$ cat config.mk
export PLATFORM = sky130hd
export DESIGN_NAME = data_mem_ctrl
export DESIGN_NICKNAME = d
export VERILOG_FILES = /design/src/rtl/data_mem_ctrl.sv
export SDC_FILE = /design/constraint.sdc
export NUM_CORES = 1
export LEC_CHECK = 0
export CORE_MARGIN = 2
export CORE_UTILIZATION = 31
export CTS_CLUSTER_SIZE = 10
export DETAILED_ROUTE_END_ITERATION = 8
export SLEW_MARGIN = 40
export SYNTH_ARGS = -nofsm -noshare
export SYNTH_HDL_FRONTEND = slang
export SYNTH_SLANG_ARGS = --single-unit
$ cat constraint.sdc
create_clock -name Clock -period 2.5 [get_ports Clock]
set_input_delay 0.5 -clock Clock [delete_from_list [all_inputs] [get_ports Clock]]
set_output_delay 0.5 -clock Clock [all_outputs]
set_load 0.05 [all_outputs]
$ cat src/rtl/data_mem_ctrl.sv
// data_mem_ctrl
//   Data-side bus controller behind the processor Memory stage. Turns a
//   single-word load/store request into a registered req/ack memory access,
//   stalls the pipeline via DataWaitreq, returns load data on DataIn and
//   aborts hung accesses after TIMEOUT cycles, raising a sticky BusError.
//
// Ports
//   Clock, Reset          : clock, asynchronous active-high reset
//   DataAddr, DataOut     : processor word address / store data
//   ReadData, WriteData   : load / store request (both high = store)
//   DataIn                : registered load result
//   DataWaitreq           : combinational stall to the processor
//   MemAddr, MemWdata     : registered memory address / write data
//   MemWe, MemReq         : registered write enable / access request
//   MemRdata, MemAck      : memory read data / access complete
//   BusError, ErrClear    : sticky timeout flag / its clear
module data_mem_ctrl #(
  parameter int                   WORD_SIZE = 16,
  parameter int                   TIMEOUT   = 15,
  parameter logic [WORD_SIZE-1:0] ERR_DATA  = 16'hDEAD
) (
  input  logic                 Clock,
  input  logic                 Reset,
  input  logic [WORD_SIZE-1:0] DataAddr,
  input  logic [WORD_SIZE-1:0] DataOut,
  input  logic                 ReadData,
  input  logic                 WriteData,
  output logic [WORD_SIZE-1:0] DataIn,
  output logic                 DataWaitreq,
  output logic [WORD_SIZE-1:0] MemAddr,
  output logic [WORD_SIZE-1:0] MemWdata,
  output logic                 MemWe,
  output logic                 MemReq,
  input  logic [WORD_SIZE-1:0] MemRdata,
  input  logic                 MemAck,
  output logic                 BusError,
  input  logic                 ErrClear
);

  typedef enum logic [1:0] {IDLE, ACCESS, DONE} state_e;

  // Timer counts completed ACCESS cycles; it is compared, never wraps.
  localparam logic [7:0] TIMER_LAST = 8'(TIMEOUT - 1);

  state_e               state_q,   state_d;
  logic [WORD_SIZE-1:0] datain_q,  datain_d;
  logic [WORD_SIZE-1:0] addr_q,    addr_d;
  logic [WORD_SIZE-1:0] wdata_q,   wdata_d;
  logic                 we_q,      we_d;
  logic                 memreq_q,  memreq_d;
  logic                 buserr_q,  buserr_d;
  logic [7:0]           timer_q,   timer_d;
  logic                 req;
  logic                 timeout;

  assign req = ReadData | WriteData;

  always_comb begin
    state_d  = state_q;
    datain_d = datain_q;
    addr_d   = addr_q;
    wdata_d  = wdata_q;
    we_d     = we_q;
    memreq_d = memreq_q;
    timer_d  = timer_q;
    timeout  = 1'b0;

    case (state_q)
      IDLE: begin
        if (req) begin
          addr_d   = DataAddr;
          wdata_d  = DataOut;
          we_d     = WriteData;
          memreq_d = 1'b1;
          timer_d  = '0;
          state_d  = ACCESS;
        end
      end
      ACCESS: begin
        // An ack in the final allowed cycle takes priority over the timeout.
        if (MemAck) begin
          if (!we_q) datain_d = MemRdata;
          memreq_d = 1'b0;
          state_d  = DONE;
        end else if (timer_q == TIMER_LAST) begin
          if (!we_q) datain_d = ERR_DATA;
          timeout  = 1'b1;
          memreq_d = 1'b0;
          state_d  = DONE;
        end else begin
          timer_d = timer_q + 8'd1;
        end
      end
      DONE:    state_d = IDLE;
      default: state_d = IDLE;
    endcase

    // Set wins over clear when both happen in the same cycle.
    if (timeout)       buserr_d = 1'b1;
    else if (ErrClear) buserr_d = 1'b0;
    else               buserr_d = buserr_q;
  end

  always_ff @(posedge Clock or posedge Reset) begin
    if (Reset) begin
      state_q  <= IDLE;
      datain_q <= '0;
      addr_q   <= '0;
      wdata_q  <= '0;
      we_q     <= 1'b0;
      memreq_q <= 1'b0;
      buserr_q <= 1'b0;
      timer_q  <= '0;
    end else begin
      state_q  <= state_d;
      datain_q <= datain_d;
      addr_q   <= addr_d;
      wdata_q  <= wdata_d;
      we_q     <= we_d;
      memreq_q <= memreq_d;
      buserr_q <= buserr_d;
      timer_q  <= timer_d;
    end
  end

  assign DataWaitreq = req && (state_q != DONE);
  assign DataIn      = datain_q;
  assign MemAddr     = addr_q;
  assign MemWdata    = wdata_q;
  assign MemWe       = we_q;
  assign MemReq      = memreq_q;
  assign BusError    = buserr_q;

endmodule

==> impl_metrics.json <==
{
  "status": "finished clean",
  "postRouteAntennaNets": 0,
  "synth.cell_area_sq_um": 2460,
  "r2r_start": "timer_q[0]$_DFFE_PP0P_",
  "finClkSkew_ns": 0.00656,
  "core_sq_um": 7730,
  "cpMaxStageDelayCell": "clkdlybuf4s50_1",
  "grt_overflow": 0,
  "clock_path_buffers": 2,
  "fp.dieArea_sq_um": 8680,
  "critical_path.max_fanout": 3,
  "port_buffers": 105,
  "setup_viol": 0,
  "area_delta_synth_final_pct": 57.1,
  "p_per_area_nw_per_um2": 1490,
  "yosys.cell_count.top_type": "nand2_1",
  "p_leak_nw": 1.76,
  "start_kind": "register",
  "rsz0062_at_grt": "false",
  "pre_cts_ws_ns": 0.244,
  "nNetsFinal": 414,
  "synth_area_leader_cell": "dfrtp_1",
  "dpl.hpwl_microns": 4470,
  "cts_setup_buffers": 0,
  "cts_root_buffer": "clkbuf_8",
  "clock-sinks": 61,
  "syn_nets": 301,
  "maxSlewViolCount": 0,
  "netlist.area_leader.share": 0.619,
  "startpoint": "MemWe$_DFFE_PP0P_",
  "hp-class": "reg -> reg",
  "vias": 2134,
  "initial_utilization": 0.319,
  "ys_seq_area_frac": 0.619,
  "row_count": 32,
  "clock.fmax_ghz": 0.493,
  "antenna_found_initial": 0,
  "fin_crit_ns": 2.03,
  "synth_cell_types": 34,
  "grt_pass1_vias": 2120,
  "hold_slack_ns": 0.472,
  "reg2reg_slack_ns": 0.53,
  "cap_violations": 0,
  "grt_pass1_wl_microns": 10500,
  "relSlewSlack": 0.619,
  "ys_warn_count": 0,
  "cts_tree": "built",
  "setup_ws_ns": 0.470,
  "end_kind": "output port",
  "crit_buf_inv": 1,
  "die_x_microns": 93.2,
  "nFillCells": 710,
  "hold_violations": 0,
  "wl_per_cell_microns": 13.3,
  "hp-start": "MemWdata[1]$_DFFE_PP0P_",
  "synth_commonest_cells": "nand2_1, dfrtp_1, o22a_1",
  "stdcell_area_sq_um": 3870,
  "period_share": 0.812,
  "synth_edf_count": 0,
  "crit_type": "reg -> out",
  "critical_path.top_delay_family": "buffers and inverters",
  "die_h_microns": 93.2,
  "placed_area_sq_um": 3680,
  "clk_pin_slew_ns": 0.06,
  "synth_area_leaders": "dfrtp_1, nand2_1, o22a_1",
  "tightest_slew_ns": 0.566,
  "drt-total-wl_microns": 6200,
  "vias_per_cell": 4.59,
  "layout-drive-gt1-share": 0.0826,
  "clock_latency_ns": 0.33,
  "syn_area_per_cell_sq_um": 10.1,
  "cts-buffers-inserted": 9,
  "synthFlopType": "dfrtp_1",
  "design_power_total_mw": 5.78,
  "drc_errors": 0,
  "max_stage_delay_ns": 0.82,
  "crit_arrival_ns": 1.53,
  "insertedDiodeCount": 0,
  "io_pins": 106,
  "post_cts_resized": 0,
  "synth-async-reset-ratio": 1.00,
  "dr.pass1.iters": 4,
  "grt_usage": 0.155,
  "crit_path_cell_trace": "clkdlybuf4s50_1",
  "drtIter0Drc": 136,
  "regArea_sq_um": 1530,
  "grt_max_degree": 26,
  "setup_tns_ns": 0,
  "gp_congestion": 0.858,
  "multiInputGateArea_sq_um": 878,
  "ys_seq_elements": 61,
  "irDropWorstVdd_v": 0.000669,
  "htree_levels": 3,
  "hold_buffers": 0,
  "synthCells": 245,
  "worstPathRequired_ns": 2.00
}
-- cell type report --
cell class / instances / share of cell area
inverters: 6 / 0.00582
repair buffers: 112 / 0.291
multi-input cells: 168 / 0.227
clock inverters: 5 / 0.0129
well taps: 102 / 0.0330
flip-flops and latches: 61 / 0.394
clock buffers: 11 / 0.0365
-- metrics by stage --
stage / util / instances
finish: 0.501 / 465
global route: 0.501 / 465
CTS: 0.501 / 465
detailed placement: 0.476 / 449
global placement: 0.476 / 449
floorplan: - / 245
-- registers in the layout (all words and copies together), names as in the netlist --
register  cells
DataIn       16
MemWdata     16
MemWe         1
MemReq        1
BusError      1
state_q       2
timer_q       8
MemAddr      16
-- logic make-up (layout without fill, tap and decap cells) --
kind of cell             Yosys count  count (layout)  share of synthesized area
AO/OA/AOI/OAI                     38              38                      0.125
adder cells (fa/ha/maj)            2               2                     0.0102
buffers and inverters             16             134                     0.0264
flip-flops                        61              61                      0.619
AND/OR/NAND/NOR                  128             128                      0.219
-- where the power goes --
group	total [mW]	switching, mW	internal, mW
Combinational	3.23	2.13	1.10
Sequential	1.69	0.274	1.42
Clock	0.853	0.372	0.481
-- routing by layer --
metal / track usage / routed length [microns]
met5: 0 / 0
met4: 0.0699 / 126
met3: 0.0427 / 452
met2: 0.229 / 2790
met1: 0.212 / 2830
-- layout by cell type (no fill, tap or decap), drive strengths merged, types with 2 or more instances in the layout --
cell           synthesis  routed
nand3                  7       7
clkdlybuf4s50          0     104
buf                    3       8
clkinv                 0       4
nand2                107     107
ha                     2       2
o41ai                  2       2
a21oi                  4       4
a22o                   5       5
o22a                  11      11
o21a                   3       3
a31oi                  3       3
clkbuf                 7      11
nor2                   4       4
inv                    6       6
o21ai                  5       5
dfrtp                 61      61
-- worst paths after layout --
check | endpoint | depth (start not counted)
min in group asynchronous | DataIn[14]$_DFFE_PP0P_ | 2
min reg2reg | MemWdata[1]$_DFFE_PP0P_ | 2
max | MemWe | 1
max reg2reg | DataIn[11]$_DFFE_PP0P_ | 6
max in group asynchronous | MemWdata[10]$_DFFE_PP0P_ | 3
min | MemWdata[1]$_DFFE_PP0P_ | 2
Note: power is estimated with default switching activity, not from simulation.
